$ cat src/rtl/apb_master_bridge.sv
// APB initiator: one local command in, one APB transfer out, one rsp_valid pulse back; accept-to-response 3 cycles plus wait states.
// cmd_ready only in IDLE (one transfer in flight), response port has no backpressure; APB_TIMEOUT_EN adds a wait-state abort.
module apb_master_bridge #(
    parameter int ADDR_W         = 32,
    parameter int DATA_W         = 32,
    parameter int TIMEOUT_CYCLES = 16
) (
    input  logic              clk,
    input  logic              rst_n,
    input  logic              cmd_valid,
    output logic              cmd_ready,
    input  logic              cmd_write,
    input  logic [ADDR_W-1:0] cmd_addr,
    input  logic [DATA_W-1:0] cmd_wdata,
    output logic              rsp_valid,
    output logic [DATA_W-1:0] rsp_rdata,
    output logic              rsp_err,
    output logic              psel,
    output logic              penable,
    output logic              pwrite,
    output logic [ADDR_W-1:0] paddr,
    output logic [DATA_W-1:0] pwdata,
    input  logic [DATA_W-1:0] prdata,
    input  logic              pready,
    input  logic              pslverr
);

    typedef enum logic [1:0] {
        IDLE   = 2'd0,
        SETUP  = 2'd1,
        ACCESS = 2'd2
    } state_t;

    state_t              state_q, state_d;
    logic                psel_q, psel_d;
    logic                penable_q, penable_d;
    logic                pwrite_q, pwrite_d;
    logic [ADDR_W-1:0]   paddr_q, paddr_d;
    logic [DATA_W-1:0]   pwdata_q, pwdata_d;
    logic                rsp_valid_q, rsp_valid_d;
    logic [DATA_W-1:0]   rsp_rdata_q, rsp_rdata_d;
    logic                rsp_err_q, rsp_err_d;

    if (TIMEOUT_CYCLES < 1) begin : g_bad_timeout
        $error("apb_master_bridge: TIMEOUT_CYCLES must be at least 1");
    end

`ifdef APB_TIMEOUT_EN
    localparam int CNT_W = $clog2(TIMEOUT_CYCLES + 1);

    logic [CNT_W-1:0] wait_q, wait_d;
    logic             timeout_hit;

    // Reaching the limit means this edge is the TIMEOUT_CYCLES-th wait cycle.
    assign timeout_hit = (wait_q == CNT_W'(TIMEOUT_CYCLES - 1));
`endif

    always_comb begin
        state_d     = state_q;
        psel_d      = psel_q;
        penable_d   = penable_q;
        pwrite_d    = pwrite_q;
        paddr_d     = paddr_q;
        pwdata_d    = pwdata_q;
        rsp_valid_d = 1'b0;
        rsp_rdata_d = rsp_rdata_q;
        rsp_err_d   = rsp_err_q;
`ifdef APB_TIMEOUT_EN
        wait_d      = wait_q;
`endif
        case (state_q)
            IDLE: begin
                if (cmd_valid) begin
                    pwrite_d  = cmd_write;
                    paddr_d   = cmd_addr;
                    pwdata_d  = cmd_wdata;
                    psel_d    = 1'b1;
                    penable_d = 1'b0;
                    state_d   = SETUP;
                end
            end
            SETUP: begin
                penable_d = 1'b1;
                state_d   = ACCESS;
`ifdef APB_TIMEOUT_EN
                wait_d    = '0;
`endif
            end
            ACCESS: begin
                if (pready) begin
                    psel_d      = 1'b0;
                    penable_d   = 1'b0;
                    rsp_valid_d = 1'b1;
                    rsp_err_d   = pslverr;
                    rsp_rdata_d = (!pwrite_q && !pslverr) ? prdata : '0;
                    state_d     = IDLE;
                end
`ifdef APB_TIMEOUT_EN
                else if (timeout_hit) begin
                    psel_d      = 1'b0;
                    penable_d   = 1'b0;
                    rsp_valid_d = 1'b1;
                    rsp_err_d   = 1'b1;
                    rsp_rdata_d = '0;
                    state_d     = IDLE;
                end else begin
                    wait_d = wait_q + 1'b1;
                end
`endif
            end
            default: begin
                state_d = IDLE;
            end
        endcase
    end

    always_ff @(posedge clk or negedge rst_n) begin
        if (!rst_n) begin
            state_q     <= IDLE;
            psel_q      <= 1'b0;
            penable_q   <= 1'b0;
            pwrite_q    <= 1'b0;
            paddr_q     <= '0;
            pwdata_q    <= '0;
            rsp_valid_q <= 1'b0;
            rsp_rdata_q <= '0;
            rsp_err_q   <= 1'b0;
`ifdef APB_TIMEOUT_EN
            wait_q      <= '0;
`endif
        end else begin
            state_q     <= state_d;
            psel_q      <= psel_d;
            penable_q   <= penable_d;
            pwrite_q    <= pwrite_d;
            paddr_q     <= paddr_d;
            pwdata_q    <= pwdata_d;
            rsp_valid_q <= rsp_valid_d;
            rsp_rdata_q <= rsp_rdata_d;
            rsp_err_q   <= rsp_err_d;
`ifdef APB_TIMEOUT_EN
            wait_q      <= wait_d;
`endif
        end
    end

    assign cmd_ready = (state_q == IDLE);
    assign psel      = psel_q;
    assign penable   = penable_q;
    assign pwrite    = pwrite_q;
    assign paddr     = paddr_q;
    assign pwdata    = pwdata_q;
    assign rsp_valid = rsp_valid_q;
    assign rsp_rdata = rsp_rdata_q;
    assign rsp_err   = rsp_err_q;

endmodule

$ cat config.mk
export PLATFORM = sky130hd
export DESIGN_NAME = apb_master_bridge
export DESIGN_NICKNAME = d
export VERILOG_FILES = /design/src/rtl/apb_master_bridge.sv
export SDC_FILE = /design/constraint.sdc
export NUM_CORES = 1
export LEC_CHECK = 0
export ABC_AREA = 1
export CORE_UTILIZATION = 37
export DETAILED_ROUTE_END_ITERATION = 8
export PLACE_DENSITY = 0.73
export SETUP_SLACK_MARGIN = 0.4
export SLEW_MARGIN = 20
export SYNTH_ARGS = -nofsm -noshare
export SYNTH_HDL_FRONTEND = slang
export SYNTH_SLANG_ARGS = --single-unit
$ cat constraint.sdc
create_clock -name clk -period 1.2 [get_ports clk]
set_clock_uncertainty 0.05 [all_clocks]
set_input_delay 0.24 -clock clk [delete_from_list [all_inputs] [get_ports clk]]
set_output_delay 0.24 -clock clk [all_outputs]
set_load 0.01 [all_outputs]
==> flow_summary.ini, run 1 <==
[status]
status = finished, violations left
violations = hold timing, setup timing

[global_routing]
grt_max_degree = 51
grt_pass1_vias = 3942
grt_pass1_wl_um = 19040
antenna_found_initial = 0
grtUsageTotal_pct = 20.68
globalRoute.totalOverflow = 0

[yosys]
netlist-cell-type-count = 14
ys_seq_area_share_pct = 60.30
syn_area_per_cell_sq_um = 8.397
postSynthCellCount = 509
synth_area_sq_um = 4274
yosys_warnings = 0
synth_nets = 611
ys_seq_elements = 103

[routing]
via_count = 4357
dr.pass1.iters = 4
antenna_left = 0
drtIter0Drc = 186
wirelength_um = 13820
wl_per_cell_um = 14.86
avgViaCountPerCell = 4.685
drc = 0

[power_and_ir_drop]
swShare_pct = 35.35
clock_power_share_pct = 17.7
power_frac_seq_pct = 33.2
p_switching_mw = 6.517
leakagePower_nw = 4.075
comb_power_share_pct = 49.1
power_density_nw_per_um2 = 2523
irDropWorstVdd_uv = 1146
internal_power_mw = 11.92

[flow_run]
cap_violations = 0

[worst_setup_path]
worstPathArrival_ns = 1.49
end_kind = flop
startpoint_type = flop
crit_required_ns = 1.38
crit_type = reg2reg
cp_max_fo = 13

[clock_tree]
root_buffer = clkbuf_16
clock_sinks = 103
cts_made_buffers = 9
cts_buffer_depth = 2
path_clk_slew_ns = 0.07
htreeDepth = 3
clock_latency_ns = 0.33
cts_tree = yes

[placed_design]
gp_congestion = 0.7760
dp_slack_ns = -0.2251
dpl.hpwl_um = 8472
port_buffers = 203

[finish]
antennaDiodeCount = 0
drive_gt1_share_pct = 27.72
nets = 887
syn_to_final_growth_pct = 70.96
final_util_pct = 66.24

[floorplan]
die_area_sq_um = 11990
chipWidth_um = 109.5
core_area_sq_um = 11030
rows = 38
start_util_pct = 38.75
chipHeight_um = 109.5
ioPinCount = 204

[timing]
hold_viol = 19
tightest_slew_ns = 0.3601
final-setup-viol-count = 101
max_freq_ghz = 0.7596
slew_headroom_pct = 75.99
fin_crit_sh_pct = 109.7
grt_setup_unrepaired = true
drv_slew = 0
whs_ns = -0.2363
fin_ws_ns = -0.1164
min_period_ns = 1.316

[min_path]
hp-class = in2async
[worst max-delay path, stage by stage (launching register included)]
cell and delay, ns:
dfrtp_1 0.41, nor2_4 0.16, buf_4 0.18, nand2_8 0.09, clkbuf_16 0.20, nand2_1 0.07
nand2_1 0.05
[Yosys cell counts]
| library cell | number | share of area [%] |
|---|---|---|
| dfrtp_1 | 103 | 60 |
| inv_1 | 38 | 3.3 |
| nor2_1 | 32 | 2.8 |
| nor2_2 | 1 | 0.15 |
| buf_1 | 3 | 0.26 |
| nand2_1 | 235 | 21 |
| nand3_1 | 66 | 7.7 |
| buf_6 | 3 | 0.79 |
| clkbuf_1 | 1 | 0.088 |
| o21ai_0 | 2 | 0.23 |
| nor2_4 | 1 | 0.26 |
| nand3_2 | 1 | 0.23 |
| buf_2 | 15 | 1.8 |
| buf_4 | 8 | 1.4 |
[stage by stage]
| stage | TNS, ns | total power, mW | cells | area (sq um) |
|---|---|---|---|---|
| 6_report | -8.557 | 18.44 | 930 | 7307 |
| 5_1_grt | -14.84 | 19.61 | 930 | 7307 |
| 4_1_cts | -4.432 | 16.71 | 882 | 6689 |
| 3_3_place_gp | -11.49 | 13.71 | 841 | 6530 |
| 3_5_place_dp | -14.94 | 13.92 | 841 | 6530 |
| 2_1_floorplan | 0 | 9.409 | 509 | 4317 |
[final timing paths]
kind                                  from       endpoint  slack, ns  cells after the start
worst max-delay path            state_q[0]      paddr[11]      -0.12                      6
worst min-delay path                 rst_n   rsp_rdata[8]      -0.24                      1
worst max register to register  state_q[0]      paddr[11]      -0.12                      6
worst min register to register   pwdata[5]      pwdata[5]       0.42                      2
max in group asynchronous            rst_n  rsp_rdata[21]       0.82                      2
min in group clk                 cmd_valid         pwrite       0.23                      3
[cells in the final DEF, fill, tap and decap left out]
master           instances
nand2_1                232
dfrtp_1                103
clkdlybuf4s50_1         99
buf_4                   74
nand3_1                 66
buf_2                   65
buf_6                   43
inv_1                   37
nor2_1                  32
clkbuf_16               14
buf_12                   7
bufinv_16                3
nor2_4                   2
nand2_2                  2
clkinv_2                 2
inv_4                    1
nand2_8                  1
nand3_4                  1
o21ai_0                  1
o21ai_2                  1
clkbuf_1                 1
clkinv_4                 1
buf_16                   1
buf_8                    1
[what timing repair did]
item / in CTS / in global routing
pin swaps: 1 / 0
gates resized for setup: 436 / 26
endpoints found under the hold margin: 19 / 19
endpoints found under the setup margin: 205 / 205
setup buffers: 25 / 38
gates cloned: 0 / 10
[cell type report]
cell class                      instances  area (sq um)
Clock inverter                          6         108.9
Tap cell                              140         175.2
Inverter                               38         145.1
Sequential cell                       103          2577
Timing Repair Buffer                  295          2664
Multi-Input combinational cell        338          1408
Clock buffer                           10         229.0
Fill cell                             928          3724
[sequential cells by signal, indices dropped and copies added (netlist names)]
name and count:
paddr 32, penable 1, psel 1, pwdata 32, pwrite 1, rsp_err 1, rsp_rdata 32, rsp_valid 1
state_q 2
[logic make-up after synthesis]
group,synth area share [%]
AOI/OAI and AO/OA,0.2342
buffers and inverters,7.640
DFF,60.30
and+or+nand+nor,31.82
[per-layer routing]
metal  GRT usage [%]  wire [um]
met5               0          0
met2           35.53       7176
met3           4.920        988
met1           25.33       5445
met4           7.429        205
[power groups by stage]
stage,Combinational [mW],Sequential [mW],Clock [mW]
3_5_place_dp,7.85,6.07,0
2_1_floorplan,2.63,6.78,0
6_report,9.05,6.12,3.27
3_3_place_gp,7.68,6.03,0
5_1_grt,9.84,6.26,3.51
4_1_cts,7.33,6.03,3.36
No activity file was read; power rests on OpenSTA's default activity.
==> run 2, diff against run 1 <==
GPL_TIMING_DRIVEN = 0   (was not set)
==> flow_summary.ini, run 2 (synthesized netlist as in run 1, its figures left out) <==
[finish]
antennaDiodeCount = 0
drive_gt1_share_pct = 40.33
syn_to_final_growth_pct = 88.00
nets = 940
final_common_cell = nand2_1
n_fill_cell = 822
layout_common_cells = 167 x nand2_1, 102 x dfrtp_1, 98 x clkdlybuf4s50_1

[routing]
drc = 0
wl_per_cell_um = 14.91
wirelength_um = 14650
avgViaCountPerCell = 4.645
via_count = 4566
drtIter0Drc = 281
dr.pass1.iters = 6
antenna_left = 0

[clock_tree]
cts_made_buffers = 9
cts_tree = yes
htreeDepth = 3
cts_buffer_depth = 2
path_clk_slew_ns = 0.08
root_buffer = clkbuf_16
clock_latency_ns = 0.32
clock_sinks = 103

[worst_setup_path]
reg2reg_depth = 7
crit_type = reg2out
cp_max_fo = 2
startpoint_type = flop
crit_required_ns = 0.91
worstPathArrival_ns = 1.11
end_kind = output port

[min_path]
hp-class = in2async

[power_and_ir_drop]
leakagePower_nw = 4.407
comb_power_share_pct = 56.4
irDropWorstVdd_uv = 1288
power_mw = 20.50
power_frac_seq_pct = 30.2
clock_power_share_pct = 13.4
p_switching_mw = 7.460
swShare_pct = 36.39
power_density_nw_per_um2 = 2551
internal_power_mw = 13.04

[placed_design]
gp_congestion = 0.7569
dpl.hpwl_um = 8934
port_buffers = 203

[floorplan]
chipHeight_um = 109.5
start_util_pct = 38.75
chipWidth_um = 109.5
core_area_sq_um = 11030
ioPinCount = 204
rows = 38
die_area_sq_um = 11990

[global_routing]
grt_pass1_vias = 4299
grtUsageTotal_pct = 21.61
grt_pass1_wl_um = 20010
grt_max_degree = 58
globalRoute.totalOverflow = 0
antenna_found_initial = 0

[timing]
min_period_ns = 1.399
final-setup-viol-count = 99
tns_ns = -13.10
drv_slew = 0
hold_viol = 46
grt_setup_unrepaired = true
fin_crit_sh_pct = 116.6
fin_ws_ns = -0.1993
tightest_slew_ns = 0.4602
slew_headroom_pct = 69.32
max_freq_ghz = 0.7147
whs_ns = -0.2299

[status]
status = finished, violations left
violations = hold timing, setup timing

[flow_run]
cap_violations = 0
## run 2: cell count changes in the layout (fill, tap and decap cells not counted), moves of 3 or more
cell | before | now
buf_2 | 65 | 72
buf_12 | 7 | 2
buf_6 | 43 | 56
clkinvlp_4 | 0 | 3
buf_8 | 1 | 8
nand3_1 | 66 | 61
nand2_4 | 0 | 15
buf_4 | 74 | 96
nand2_2 | 2 | 52
nand3_2 | 0 | 4
bufinv_16 | 3 | 0
nand2_1 | 232 | 167
clkbuf_16 | 14 | 19
## run 2: per-layer routing
metal,part of all wire [%],global-route usage (%),wire (um)
met1,39,25.03,5717
met2,52,39.26,7605
met3,7.2,4.801,1055
met4,1.9,7.333,275
met5,0,0,0
## run 2: final cells by class
class                      count  area [sq um]  share of cell area [%]
clock inverter                 4         31.28                  0.3893
sequential                   103          2579                   32.09
tap                          140         175.2                   2.180
clock buffer                  12         246.5                   3.068
timing repair buffer         317          2841                   35.36
inverter                      38         145.1                   1.806
buffer                        30         321.6                   4.002
multi-input combinational    339          1695                   21.10
## run 2: path summary, 6_finish.rpt
check	startpoint	endpoint	slack (ns)
worst max-delay path	state_q[1]	cmd_ready	-0.20
worst min-delay path	rst_n	rsp_rdata[8]	-0.23
worst max register to register	state_q[1]	pwdata[20]	-0.20
worst min register to register	rsp_rdata[26]	rsp_rdata[26]	0.43
max in group asynchronous	rst_n	state_q[1]	0.67
min in group clk	pready	state_q[1]	0.27
## run 2: metrics by stage
| step | util, % | setup WS, ns | cells | area [sq um] |
|---|---|---|---|---|
| 3_5_place_dp | 59.40 | -0.4598 | 853 | 6553 |
| 5_1_grt | 72.84 | -0.2510 | 983 | 8035 |
| 4_1_cts | 63.02 | -0.1932 | 921 | 6952 |
| 6_report | 72.84 | -0.1993 | 983 | 8035 |
| 3_3_place_gp | 59.14 | -3.989 | 852 | 6524 |
| 2_1_floorplan | - | 0.04165 | 509 | 4317 |
## run 2: critical path, cell delays in order (launching register included)
cell and delay [ns]:
dfrtp_2 0.43, nor2_4 0.15, buf_6 0.12, buf_6 0.09
## run 2: timing repair
| item | in CTS | in global routing |
|---|---|---|
| resized for setup | 464 | 126 |
| endpoints found under the setup margin | 205 | 205 |
| setup buffers | 48 | 51 |
| cloned | 4 | 11 |
| pin swaps | 2 | 11 |
| endpoints found under the hold margin | 46 | 46 |
## run 2: power by group through the flow
stage	sequential, mW	clock [mW]	combinational, mW
after floorplan	6.78	0	2.63
after global placement	6.05	0	7.75
after detailed placement	6.09	0	7.94
after CTS	6.04	2.78	8.22
after global routing	6.35	2.93	12.4
final	6.20	2.74	11.6
==> run 3, diff against run 2 <==
CORE_UTILIZATION = 38   (was 37)
CTS_BUF_LIST = sky130_fd_sc_hd__clkbuf_2   (was not set)
PLACE_DENSITY = 0.85   (was 0.73)
SLEW_MARGIN = 30   (was 20)
==> flow_summary.ini, run 3 (synthesized netlist as in run 1, its figures left out) <==
[floorplan]
rows = 38
core_area_sq_um = 10890
ioPinCount = 204
chipWidth_um = 108.1
start_util_pct = 39.26
chipHeight_um = 108.1
die_area_sq_um = 11680

[routing]
via_count = 4459
wirelength_um = 13780
wl_per_cell_um = 14.33
avgViaCountPerCell = 4.640
drtIter0Drc = 379
drc = 0
antenna_left = 0
dr.pass1.iters = 5

[placed_design]
gp_congestion = 0.8025
dp.cells = 853
port_buffers = 203
dpl.hpwl_um = 8991
placed_cell_area_sq_um = 6553
dp_slack_ns = -0.4564

[clock_tree]
cts_buffer_depth = 2
clock_latency_ns = 0.54
htreeDepth = 3
root_buffer = clkbuf_2
clock_sinks = 103
cts_tree = yes
path_clk_slew_ns = 0.27
cts_made_buffers = 9

[power_and_ir_drop]
power_density_nw_per_um2 = 2514
leakagePower_nw = 4.157
power_mw = 18.59
irDropWorstVdd_uv = 1416

[global_routing]
globalRoute.totalOverflow = 0
antenna_found_initial = 0
grt_pass1_vias = 4206
grt_max_degree = 58
grtUsageTotal_pct = 22.52
grt_pass1_wl_um = 20420

[finish]
layout_common_cells = 230 x nand2_1, 102 x dfrtp_1, 100 x clkdlybuf4s50_1
drive_gt1_share_pct = 30.69
n_fill_cell = 825
fin_cells = 961
final_common_cell = nand2_1
antennaDiodeCount = 0
syn_to_final_growth_pct = 73.04
nets = 918
fin_area_sq_um = 7396

[worst_setup_path]
worstReg2RegStart = state_q[0]
startpoint_type = flop
crit_path_start = state_q[0]
crit_required_ns = 0.91
cpMostUsedCell = buf_6
critPathTopFamily = flip-flops
path_cells = nor2_4 -> buf_6 -> buf_6
critPathBufInv = 2
slowest_delay_ns = 0.47
slowest_stage = dfrtp_1
cp_max_fo = 2
crit_type = reg2out
end_kind = output port
worstPathArrival_ns = 1.38

[timing]
drv_slew = 0
fin_ws_ns = -0.4726
whs_ns = -0.4956
min_period_ns = 1.673
max_freq_ghz = 0.5979
grt_setup_unrepaired = true
tightest_slew_ns = 0.4520
hold_viol = 103
fin_crit_sh_pct = 139.4
final-setup-viol-count = 203
slew_headroom_pct = 69.87

[min_path]
hp-class = in2async

[status]
status = finished, violations left
violations = hold timing, setup timing

[flow_run]
cap_violations = 0
[run 3: changes by cell type in the layout (fill, tap and decap cells not counted), sizes merged]
cell | before | now
clkbuf | 23 | 13
dlymetal6s2s | 2 | 0
clkinvlp | 3 | 1
clkdlybuf4s50 | 98 | 100
bufinv | 0 | 4
buf | 236 | 221
bufbuf | 0 | 2
nand3 | 68 | 67
[run 3: power by group]
| part | internal, mW | switching (mW) |
|---|---|---|
| logic | 5.72 | 4.58 |
| clock network | 1.11 | 1.14 |
| registers | 5.08 | 0.963 |
[run 3: timing repair]
action                     in CTS  in global routing
buffers inserted               44                 37
setup endpoints to repair     205                205
hold endpoints to repair      103                103
gates cloned                    9                  2
resized for setup             466                 29
pin swaps                      10                 23
[run 3: layout make-up]
cell class | instances | area (sq um) | share of cell area [%]
multi-input combinational | 338 | 1423 | 19.24
inverter | 38 | 147.6 | 1.996
clock buffer | 10 | 50.05 | 0.6767
timing repair buffer | 296 | 2597 | 35.12
sequential | 103 | 2579 | 34.87
buffer | 30 | 291.5 | 3.942
tap | 140 | 175.2 | 2.368
clock inverter | 6 | 132.6 | 1.793
[run 3: path summary, 6_finish.rpt]
path | endpoint | slack [ns] | cells past startpoint
worst max register to register | pwdata[16] | -0.38 | 9
min in group clk | paddr[22] | 0.14 | 3
worst min-delay path | rsp_rdata[12] | -0.50 | 1
worst max-delay path | cmd_ready | -0.47 | 3
worst min register to register | pwdata[18] | 0.46 | 2
max in group asynchronous | paddr[30] | 0.96 | 2
[run 3: layer usage]
metal  share of wire [%]  track usage, %
met1                  40           27.87
met2                  52           38.31
met3                 6.4           5.063
met4                 1.7           8.415
met5                   0               0
[run 3: per-stage QoR]
step / setup TNS [ns] / hold slack (ns) / util [%]
floorplan: 0 / -0.1056 / -
global placement: -429.07 / 0.4035 / 59.92
detailed placement: -32.92 / 0.1509 / 60.18
CTS: -47.70 / -0.5274 / 63.66
global route: -68.59 / -0.5503 / 67.93
finish: -49.64 / -0.4956 / 67.93
